==> config.mk <==
export PLATFORM = sky130hd
export DESIGN_NAME = led_breathe
export DESIGN_NICKNAME = d
export VERILOG_FILES = /design/src/rtl/led_breathe.sv
export SDC_FILE = /design/constraint.sdc
export NUM_CORES = 1
export LEC_CHECK = 0
export ABC_AREA = 1
export CAP_MARGIN = 20
export CORE_MARGIN = 4
export CORE_UTILIZATION = 56
export DETAILED_ROUTE_END_ITERATION = 6
export DONT_BUFFER_PORTS = 1
export PLACE_DENSITY = 0.71
export SLEW_MARGIN = 20
export SYNTH_ARGS = -nofsm -noshare
export SYNTH_HDL_FRONTEND = slang
export SYNTH_SLANG_ARGS = --single-unit
==> constraint.sdc <==
create_clock -name clk -period 2 [get_ports clk]
set_input_delay 0.2 -clock clk [delete_from_list [all_inputs] [get_ports clk]]
set_output_delay 0.2 -clock clk [all_outputs]
set_load 0.05 [all_outputs]
==> src/rtl/led_breathe.sv <==
// Purpose: breathing-LED driver; each tick moves the PWM duty one step along an up/hold/down/hold triangle.
// Latency: phase/duty update on the clk after a tick; led is registered and lags phase/duty by one clk.
// Backpressure: none; tick is a fire-and-forget strobe, and ticks outside an active step state are dropped.
//
// Ports:
//   clk        system clock
//   rst        asynchronous active-high reset
//   enable     level; 1 runs the breathe sequence, 0 idles with the LED off
//   tick       one-clk strobe; one ramp/hold step per pulse
//   led        registered PWM output
//   duty       current duty value (PWM_BITS wide)
//   phase      FSM state: IDLE=0, RAMP_UP=1, HOLD_HIGH=2, RAMP_DOWN=3, HOLD_LOW=4
//   cycle_done one-clk pulse when HOLD_LOW wraps back into RAMP_UP
module led_breathe #(
  parameter int PWM_BITS   = 8,
  parameter int STEP       = 1,
  parameter int HOLD_TICKS = 4
) (
  input  logic                clk,
  input  logic                rst,
  input  logic                enable,
  input  logic                tick,
  output logic                led,
  output logic [PWM_BITS-1:0] duty,
  output logic [2:0]          phase,
  output logic                cycle_done
);

  typedef enum logic [2:0] {
    IDLE      = 3'd0,
    RAMP_UP   = 3'd1,
    HOLD_HIGH = 3'd2,
    RAMP_DOWN = 3'd3,
    HOLD_LOW  = 3'd4
  } phase_t;

  // HOLD_TICKS == 1 still needs a 1-bit counter so the compare is well formed.
  localparam int HW = (HOLD_TICKS > 1) ? $clog2(HOLD_TICKS) : 1;
  localparam int SW = PWM_BITS + 1;

  localparam logic [PWM_BITS-1:0] MAX       = '1;
  localparam logic [SW-1:0]       MAX_W     = {1'b0, MAX};
  localparam logic [SW-1:0]       STEP_W    = SW'(STEP);
  localparam logic [HW-1:0]       HOLD_LAST = HW'(HOLD_TICKS - 1);
  localparam logic [HW-1:0]       HOLD_ONE  = HW'(1);
  localparam logic [PWM_BITS-1:0] PWM_ONE   = PWM_BITS'(1);

  phase_t              phase_q, phase_d;
  logic [PWM_BITS-1:0] duty_q, duty_d;
  logic [HW-1:0]       hold_q, hold_d;
  logic                done_d;
  logic [PWM_BITS-1:0] pwm_cnt;
  logic [SW-1:0]       up_sum;

  // One bit wider than duty so the saturation test cannot be fooled by a wrap.
  assign up_sum = {1'b0, duty_q} + STEP_W;

  always_comb begin
    phase_d = phase_q;
    duty_d  = duty_q;
    hold_d  = hold_q;
    done_d  = 1'b0;
    if (!enable) begin
      // Disable beats any tick in the same clk and always discards position.
      phase_d = IDLE;
      duty_d  = '0;
      hold_d  = '0;
    end else begin
      case (phase_q)
        IDLE: begin
          // Leaving IDLE does not consume a tick; the first step is the next tick.
          phase_d = RAMP_UP;
          duty_d  = '0;
          hold_d  = '0;
        end
        RAMP_UP: begin
          if (tick) begin
            if (up_sum >= MAX_W) begin
              duty_d  = MAX;
              hold_d  = '0;
              phase_d = HOLD_HIGH;
            end else begin
              duty_d = up_sum[PWM_BITS-1:0];
            end
          end
        end
        HOLD_HIGH: begin
          if (tick) begin
            if (hold_q == HOLD_LAST) begin
              hold_d  = '0;
              phase_d = RAMP_DOWN;
            end else begin
              hold_d = hold_q + HOLD_ONE;
            end
          end
        end
        RAMP_DOWN: begin
          if (tick) begin
            if ({1'b0, duty_q} <= STEP_W) begin
              duty_d  = '0;
              hold_d  = '0;
              phase_d = HOLD_LOW;
            end else begin
              duty_d = duty_q - STEP_W[PWM_BITS-1:0];
            end
          end
        end
        HOLD_LOW: begin
          if (tick) begin
            if (hold_q == HOLD_LAST) begin
              hold_d  = '0;
              phase_d = RAMP_UP;
              done_d  = 1'b1;
            end else begin
              hold_d = hold_q + HOLD_ONE;
            end
          end
        end
        default: begin
          phase_d = IDLE;
          duty_d  = '0;
          hold_d  = '0;
        end
      endcase
    end
  end

  always_ff @(posedge clk or posedge rst) begin
    if (rst) begin
      phase_q    <= IDLE;
      duty_q     <= '0;
      hold_q     <= '0;
      cycle_done <= 1'b0;
      pwm_cnt    <= '0;
      led        <= 1'b0;
    end else begin
      phase_q    <= phase_d;
      duty_q     <= duty_d;
      hold_q     <= hold_d;
      cycle_done <= done_d;
      // Free-running; duty=MAX therefore leaves one low clk per period.
      pwm_cnt    <= pwm_cnt + PWM_ONE;
      led        <= (phase_q != IDLE) && (pwm_cnt < duty_q);
    end
  end

  assign duty  = duty_q;
  assign phase = phase_q;

endmodule
==> out/results.ini, run 1 <==
[synth]
synth_edf_count=0
mappedNetlistNets=251
yosysTopAreaCell=dfrtp_1
ys_seq_area_share_pct=33.5
syn_area_sq_um=1720
ys_async_sr_fraction_pct=100
synth_cell_types=23
yosysMostFrequentCell=nand2_1
syn_avg_cell_area_sq_um=7.35
ys_warn_count=0
synth.area.top_cells=dfrtp_1 33%, nand2_1 15%, ha_1 9.5%
syn_inst=234
synth-main-ff-cell=dfrtp_1
ys_seq_elements=23
synth_top_area_share_pct=33.5
ys_top_cells_by_count=69 x nand2_1, 28 x inv_1, 23 x dfrtp_1

[sta]
setup_ws_ns=0.204
period_minus_slack_ns=1.80
fin_crit_sh_pct=89.8
timing_hold_violations_final=0
slew_viol_final=0
rsz0062_at_grt=no
worst_pin_slew_ns=0.460
clock.fmax_mhz=557
setup-tns-final_ns=0
relSlewSlack_pct=69.3
setup_viol=0
fin_skew_ns=0.00564

[clock_network]
cts_buffers=3
cts_tree=done
clkSinkCount=23
clock_path_buffers=2
clk_pin_slew_ns=0.14
root_buffer=clkbuf_4
htreeDepth=1
clk_latency_ns=0.31

[power_and_ir_drop]
p_sw_share_pct=48.7
p_leak_nw=1.04
power.density_nw_per_um2=917
pwr-share-clk_pct=12.7
vdd_drop_max_v=0.000616
p_seq_share_pct=32.2
switchingPower_uw=856
comb_power_share_pct=55.1
p_int_uw=902

[worst_hold_path]
hp-class=in -> reg

[critical_path]
start_kind=register
slowest_delay_ns=0.46
worstSetupPathType=reg -> reg
cp_cell_sequence=inv_1, ha_1, o21ai_1, nor2_2, nor2_4, nand2_2, nand2_2, nor2_2, nand2_2, nand2_1, nand2_1
cp_slowest_cell=dfrtp_2
path_max_fanout=6
path_common_cell=nand2_2
end_kind=register
critPathArrivalTime_ns=2.01
cp.required_ns=2.22

[finish]
area_growth_pct=11.4
n_antenna_cell=0
drive_gt1_share_pct=18.1
fin_nets=272
fill_cells=254

[global_routing]
grt_pass1_wl_microns=6540
antenna_found_initial=0
grt_pass1_vias=1529
grt_max_degree=14
grt_use_total_pct=19.7
globalRoute.totalOverflow=0

[floorplan]
die_area_sq_um=4020
start_util_pct=60.3
dieWidth_microns=63.4
coreArea_sq_um=2850
fp.dieH_microns=63.4
ios=17
num_rows=19

[place]
dpl.hpwl_microns=2870
dp_slack_ns=0.144
gp_congestion=0.976
io_buffers=0

[routing]
vias=1511
wl_microns=3560
drt_pass1_iterations=4
routed_via_density=5.30
wl_per_cell_microns=12.5
drtIter0Drc=76
drc=0
ant_nets=0

[job]
max_cap_violations=0

[run_status]
outcome=completed

==> final cells by class <==
class	instances	area (sq um)	share of cell area, %
clock buffer	3	22.5	1.17
timing repair buffer	18	143	7.44
sequential	23	578	30.2
clock inverter	1	5.00	0.261
tap	31	38.8	2.02
inverter	31	116	6.07
multi-input combinational	178	1010	52.9
==> placed cells by master, fill, tap and decap left out <==
cell type      count
buf_4             15
a21oi_1            7
nand2_1           69
o21ai_1            2
xor2_1             8
nand3_1           19
or2_0              1
o22ai_1            3
nand2_4            2
nor2_8             1
nand4_1            2
nor2_1            16
clkbuf_4           3
dlygate4sd3_1      3
dfrtp_1           21
ha_1              13
o21ai_0           11
clkinv_2           1
dfrtp_2            2
nand3_4            2
inv_2              4
nor3_1             3
inv_1             27
nor2_4             2
nand2_2            9
nor2_2             5
xnor2_1            3
==> stage by stage <==
| stage | instances | hold slack (ns) | util [%] | power [mW] | cell area (sq um) |
|---|---|---|---|---|---|
| floorplan | 234 | 0.202 | - | 1.29 | 1720 |
| global placement | 275 | 0.115 | 64.4 | 1.47 | 1840 |
| detailed placement | 275 | 0.126 | 64.4 | 1.50 | 1840 |
| CTS | 282 | 0.182 | 66.4 | 1.74 | 1890 |
| global route | 285 | 0.210 | 67.2 | 1.93 | 1920 |
| finish | 285 | 0.190 | 67.2 | 1.76 | 1920 |
==> registers in the layout (all words and copies together) (netlist names) <==
register,flops
phase,3
led,1
hold_q,2
cycle_done,1
pwm_cnt,8
duty,8
==> final timing paths <==
check / from / end / slack [ns] / cells past startpoint
min in group asynchronous: rst / pwm_cnt[7]$_DFF_PP0_ / 0.33 / 2
worst min-delay path: enable / hold_q[1]$_DFFE_PP0P_ / 0.19 / 5
max in group asynchronous: rst / duty[0]$_DFFE_PP0P_ / 1.12 / 3
worst max-delay path: duty[1]$_DFFE_PP0P_ / phase[0]$_DFFE_PP0P_ / 0.20 / 11
worst max register to register: duty[1]$_DFFE_PP0P_ / phase[0]$_DFFE_PP0P_ / 0.20 / 11
worst min register to register: pwm_cnt[7]$_DFF_PP0_ / pwm_cnt[7]$_DFF_PP0_ / 0.49 / 1
==> timing repair <==
action | CTS | global route
endpoints found under the hold margin | 12 | 0
buffers inserted | 0 | 3
endpoints found under the setup margin | 0 | 12
gates resized for setup | 0 | 1
hold buffers | 3 | 0
==> cells by family after synthesis <==
logic type | Yosys count | synth area share (%)
flip-flops | 23 | 33.5
AO/OA/AOI/OAI | 23 | 6.91
adder cells (fa/ha/maj) | 13 | 9.45
AND/OR/NAND/NOR | 131 | 36.9
buffers and inverters | 33 | 7.64
XOR/XNOR | 11 | 5.60
==> power by group through the flow <==
stage	Sequential (mW)	Combinational (mW)	Clock [mW]
after floorplan	0.722	0.569	0
after global placement	0.582	0.891	0
after detailed placement	0.589	0.911	0
after CTS	0.579	0.921	0.238
after global routing	0.580	1.09	0.261
final	0.567	0.968	0.223
==> worst max-delay path, delay by kind of cell (launching register included) <==
| kind | cells | cell delay, ns |
|---|---|---|
| adder cells (fa/ha/maj) | 1 | 0.24 |
| flip-flops | 1 | 0.46 |
| AND/OR/NAND/NOR | 8 | 0.73 |
| buffers and inverters | 1 | 0.15 |
| AO/OA/AOI/OAI | 1 | 0.13 |
==> layer usage <==
metal  track usage, %  routed length [microns]
met1             26.9                     1660
met2             33.4                     1730
met3             1.78                      135
met4             4.85                       35
met5                0                        0
Note: power is estimated with default switching activity, not from simulation.
==> run 2: changes to the inputs <==
CTS_BUF_LIST = sky130_fd_sc_hd__clkbuf_8   (was unset)
SETUP_SLACK_MARGIN = 0.3   (was unset)
==> run 2 against run 1 <==
  * Sequential cell count is the same
  * Via count grew 3.4%
  * Die area is the same
  * Worst setup slack gained 0.014 ns
  * Critical path type unchanged
  * Largest cell class unchanged
  * Largest power group unchanged
  * Highest routed layer unchanged
==> out/results.ini, run 2 (synthesis results as in run 1) <==
[sta]
setup_viol=0
whs_ns=0.0615
clock.fmax_mhz=561
slew_viol_final=0
setup-tns-final_ns=0
fin_crit_sh_pct=89.1
rsz0062_at_grt=yes
worst_pin_slew_ns=0.734
fin_skew_ns=0.00189
timing_hold_violations_final=0
relSlewSlack_pct=51.0
period_minus_slack_ns=1.78

[floorplan]
num_rows=19
ios=17
fp.dieH_microns=63.4
coreArea_sq_um=2850
dieWidth_microns=63.4
start_util_pct=60.3
die_area_sq_um=4020

[global_routing]
antenna_found_initial=0
globalRoute.totalOverflow=0
grt_use_total_pct=19.2
grt_max_degree=21
grt_pass1_vias=1435
grt_pass1_wl_microns=6310

[finish]
seq_area_sq_um=591
multi_input_area_sq_um=1070
area_growth_pct=16.4
fin_nets=271
n_antenna_cell=0
drive_gt1_share_pct=25.7
mostFrequentLayoutCells=58 x nand2_1, 26 x inv_1, 19 x nand2_2, 19 x nand3_1, 19 x dfrtp_1
final_common_cell=nand2_1
fill_cells=241
final_util_pct=70.2

[critical_path]
path_common_cell=nand2_1
critPathArrivalTime_ns=1.98
slowest_delay_ns=0.47
worstSetupPathType=reg -> reg
path_max_fanout=7
cp.required_ns=2.20
end_kind=register
crit_family=simple AND/OR/NAND/NOR gates
crit_buf_inv=1
cp_cell_sequence=inv_6, ha_4, nand2_2, nand2_1, nand2_1, nor2_1, nand2_1, nor2_1, nand2_2, nand2_2, nand2_4, nand2_1, nand2_1, nand2_1
start_kind=register
rrSetupSlack_ns=0.22
cp_slowest_cell=dfrtp_4

[routing]
wl_per_cell_microns=13.3
drc=0
drt_pass1_iterations=4
routed_via_density=5.50
drtIter0Drc=112
wl_microns=3780
ant_nets=0
vias=1562

[clock_network]
htreeDepth=1
clkSinkCount=23
cts_buffers=3
root_buffer=clkbuf_8
clock_path_buffers=2
clk_pin_slew_ns=0.08
cts_tree=done
clk_latency_ns=0.26

[power_and_ir_drop]
vdd_drop_max_v=0.000706
power.density_nw_per_um2=998
p_leak_nw=1.05
p_total_mw=2.00

[place]
dpl.hpwl_microns=2890
io_buffers=0
gp_congestion=0.910

[worst_hold_path]
hp-class=in -> reg

[job]
max_cap_violations=0

[run_status]
outcome=completed

[run 2: changes by cell type in the layout (fill, tap and decap cells not counted), moves of 3 or more]
cell      before  now
nand2_1       69   58
nand2_2        9   19
dfrtp_4        0    4
clkbuf_4       3    0
clkbuf_8       0    3
[run 2: where the power goes]
| part | switching (mW) | internal, mW |
|---|---|---|
| Sequential | 0.0709 | 0.523 |
| Clock | 0.152 | 0.139 |
| Combinational | 0.709 | 0.404 |
| Total | 0.932 | 1.07 |
[run 2: layout make-up]
type | count | share of cell area (%)
multi-input cells | 178 | 53.6
flip-flops and latches | 23 | 29.5
repair buffers | 17 | 6.50
inverters | 31 | 6.19
clock buffers | 3 | 2.06
well taps | 31 | 1.94
clock inverters | 1 | 0.250
[run 2: path summary, 6_finish.rpt]
kind	to	start	depth (start not counted)
max	duty[1]$_DFFE_PP0P_	duty[0]$_DFFE_PP0P_	14
min	cycle_done$_DFF_PP0_	enable	2
max reg2reg	duty[1]$_DFFE_PP0P_	duty[0]$_DFFE_PP0P_	14
min reg2reg	pwm_cnt[0]$_DFF_PP0_	pwm_cnt[0]$_DFF_PP0_	1
max in group asynchronous	duty[3]$_DFFE_PP0P_	rst	2
min in group asynchronous	phase[0]$_DFFE_PP0P_	rst	2
[run 2: timing repair]
| item | in CTS | in global routing |
|---|---|---|
| gates resized for setup | 3 | 17 |
| pin swaps | 3 | 3 |
| hold endpoints to repair | 19 | 0 |
| buffers inserted | 5 | 1 |
| hold buffers | 1 | 0 |
| endpoints found under the setup margin | 12 | 13 |
[run 2: routing by layer]
| metal | vias to the layer above | share of wire [%] | track usage (%) |
|---|---|---|---|
| met1 | 725 | 45 | 24.7 |
| met5 | - | 0 | 0 |
| met3 | 11 | 3.8 | 2.84 |
| met2 | 45 | 49 | 33.6 |
| li1 | 781 | - | - |
| met4 | 0 | 1.6 | 4.31 |
[run 2: stage by stage]
| step | std cells | instance area (sq um) | setup slack, ns |
|---|---|---|---|
| floorplan | 234 | 1750 | 0.263 |
| global placement | 273 | 1850 | 0.294 |
| detailed placement | 273 | 1850 | 0.230 |
| CTS | 283 | 1950 | 0.291 |
| global route | 284 | 2000 | 0.142 |
| finish | 284 | 2000 | 0.219 |
==> run 3: changes to the inputs <==
CORE_ASPECT_RATIO = 1.75   (was unset)
CTS_CLUSTER_DIAMETER = 60   (was unset)
==> run 3 against run 2 <==
  * Clock power about the same
  * Combinational power hardly changed
  * Count of clock-buffer cells in the layout is the same
  * Register-to-register slack got worse by 0.02 ns
  * First-iteration DRC count decreased by 50%
  * Global-route usage increased by 4.2 points
  * Largest power group unchanged
  * Sequential share of layout area rose by 0.13 points
  * Largest cell class unchanged
  * Worst hold slack worse by 0.015 ns
  * Non-clock buffer count fell by 1
  * Sequential cell count did not move
  * Via count increased by 2.4%
==> out/results.ini, run 3 (synthesis results as in run 1) <==
[run_status]
outcome=completed

[finish]
drive_gt1_share_pct=23.4
multi_input_area_sq_um=1070
fin_area_sq_um=1980
finalNonFillerCells=280
fill_cells=257
final_common_cell=nand2_1
mostFrequentLayoutCells=61 x nand2_1, 27 x inv_1, 19 x nand3_1, 19 x dfrtp_1, 15 x nor2_1
seq_area_sq_um=588
fin_nets=270
n_antenna_cell=0
area_growth_pct=15.3
final_util_pct=67.8

[floorplan]
num_rows=26
dieWidth_microns=49.9
die_area_sq_um=4060
ios=17
coreArea_sq_um=2930
fp.dieH_microns=81.3
start_util_pct=58.8

[critical_path]
cp_slowest_cell=dfrtp_4
crit_buf_inv=1
crit_family=simple AND/OR/NAND/NOR gates
worstSetupPathType=reg -> reg
slowest_delay_ns=0.48
cp_cell_sequence=inv_6, ha_4, nand2_4, nand2_2, nand2_1, nor2_1, nand2_1, nor2_1, nand2_2, nand3_4, nand2_4, nand2_2, nand2_1
end_kind=register
cp.required_ns=2.17
path_max_fanout=7
start_kind=register
reg2reg_depth=13
critPathArrivalTime_ns=1.97
crit_cells=13
rrSetupSlack_ns=0.20

[power_and_ir_drop]
p_leak_nw=1.05
power.density_nw_per_um2=1020
vdd_drop_max_v=0.00110

[worst_hold_path]
hp-class=in -> reg
hold_depth=2

[global_routing]
antenna_found_initial=0
grt_pass1_vias=1674
globalRoute.totalOverflow=0
grt_pass1_wl_microns=7200
grt_max_degree=13
grt_use_total_pct=23.4

[place]
dpl.hpwl_microns=3290
dp.cells=271
gp_congestion=0.933
dp_slack_ns=0.218
post_dp_cell_area_sq_um=1850
io_buffers=0

[sta]
timing_hold_violations_final=0
setup-tns-final_ns=0
slew_viol_final=0
relSlewSlack_pct=65.5
setup_viol=0
period_minus_slack_ns=1.80
clock.fmax_mhz=555
setup_ws_ns=0.198
rsz0062_at_grt=yes
fin_skew_ns=0.00389
fin_crit_sh_pct=90.1
worst_pin_slew_ns=0.517

[job]
max_cap_violations=0

[routing]
wl_microns=4310
wl_per_cell_microns=15.4
ant_nets=0
vias=1600
drtIter0Drc=56
routed_via_density=5.71
drt_pass1_iterations=4
drc=0

[clock_network]
root_buffer=clkbuf_8
clk_latency_ns=0.27
clkSinkCount=23
clock_path_buffers=2
cts_tree=done
cts_buffers=3
htreeDepth=1
clk_pin_slew_ns=0.08

run 3: cell types whose count changed in the layout (fill, tap and decap cells not counted):
cell,before,now
dfrtp_4,4,3
o21ai_2,1,0
nand2_1,58,61
nor2_4,3,2
clkinv_2,1,0
nor2_2,5,6
nand2_4,3,5
dfrtp_2,0,1
buf_4,16,14
buf_6,0,1
inv_1,26,27
nand2_2,19,14
o21ai_0,10,11
run 3: path summary, 6_finish.rpt:
kind | start | to
worst max-delay path | duty[0]$_DFFE_PP0P_ | phase[0]$_DFFE_PP0P_
worst max register to register | duty[0]$_DFFE_PP0P_ | phase[0]$_DFFE_PP0P_
max in group asynchronous | rst | duty[1]$_DFFE_PP0P_
worst min register to register | pwm_cnt[0]$_DFF_PP0_ | pwm_cnt[0]$_DFF_PP0_
worst min-delay path | enable | cycle_done$_DFF_PP0_
min in group asynchronous | rst | pwm_cnt[6]$_DFF_PP0_
run 3: power breakdown:
part           internal, mW  switching, mW  total (mW)
combinational         0.392          0.752        1.14
clock                 0.138          0.155       0.292
sequential            0.523         0.0669       0.590
run 3: area by class of cell:
cell class	instances	share of cell area, %
well taps	28	1.77
repair buffers	16	6.37
clock inverters	1	0.189
inverters	31	6.24
flip-flops and latches	23	29.6
clock buffers	3	2.08
multi-input cells	178	53.7
run 3: routing by layer:
metal	up-vias	GRT usage [%]	share of wire [%]
li1	779	-	-
met1	767	22.7	36
met2	43	45.5	58
met3	11	2.20	3.6
met4	0	15.2	3.0
met5	-	0	0
run 3: repair_timing:
item / CTS / global route
setup endpoints to repair: 12 / 12
resized for setup: 6 / 10
hold buffers: 1 / 0
pin swaps: 2 / 7
buffers inserted: 3 / 1
endpoints found under the hold margin: 11 / 0
cloned: 0 / 0
run 3: per-stage QoR:
step	hold WS, ns	power (mW)
floorplan	0.202	1.34
global placement	0.132	1.54
detailed placement	0.150	1.57
CTS	0.0430	1.92
global route	0.0369	2.15
finish	0.0463	2.03
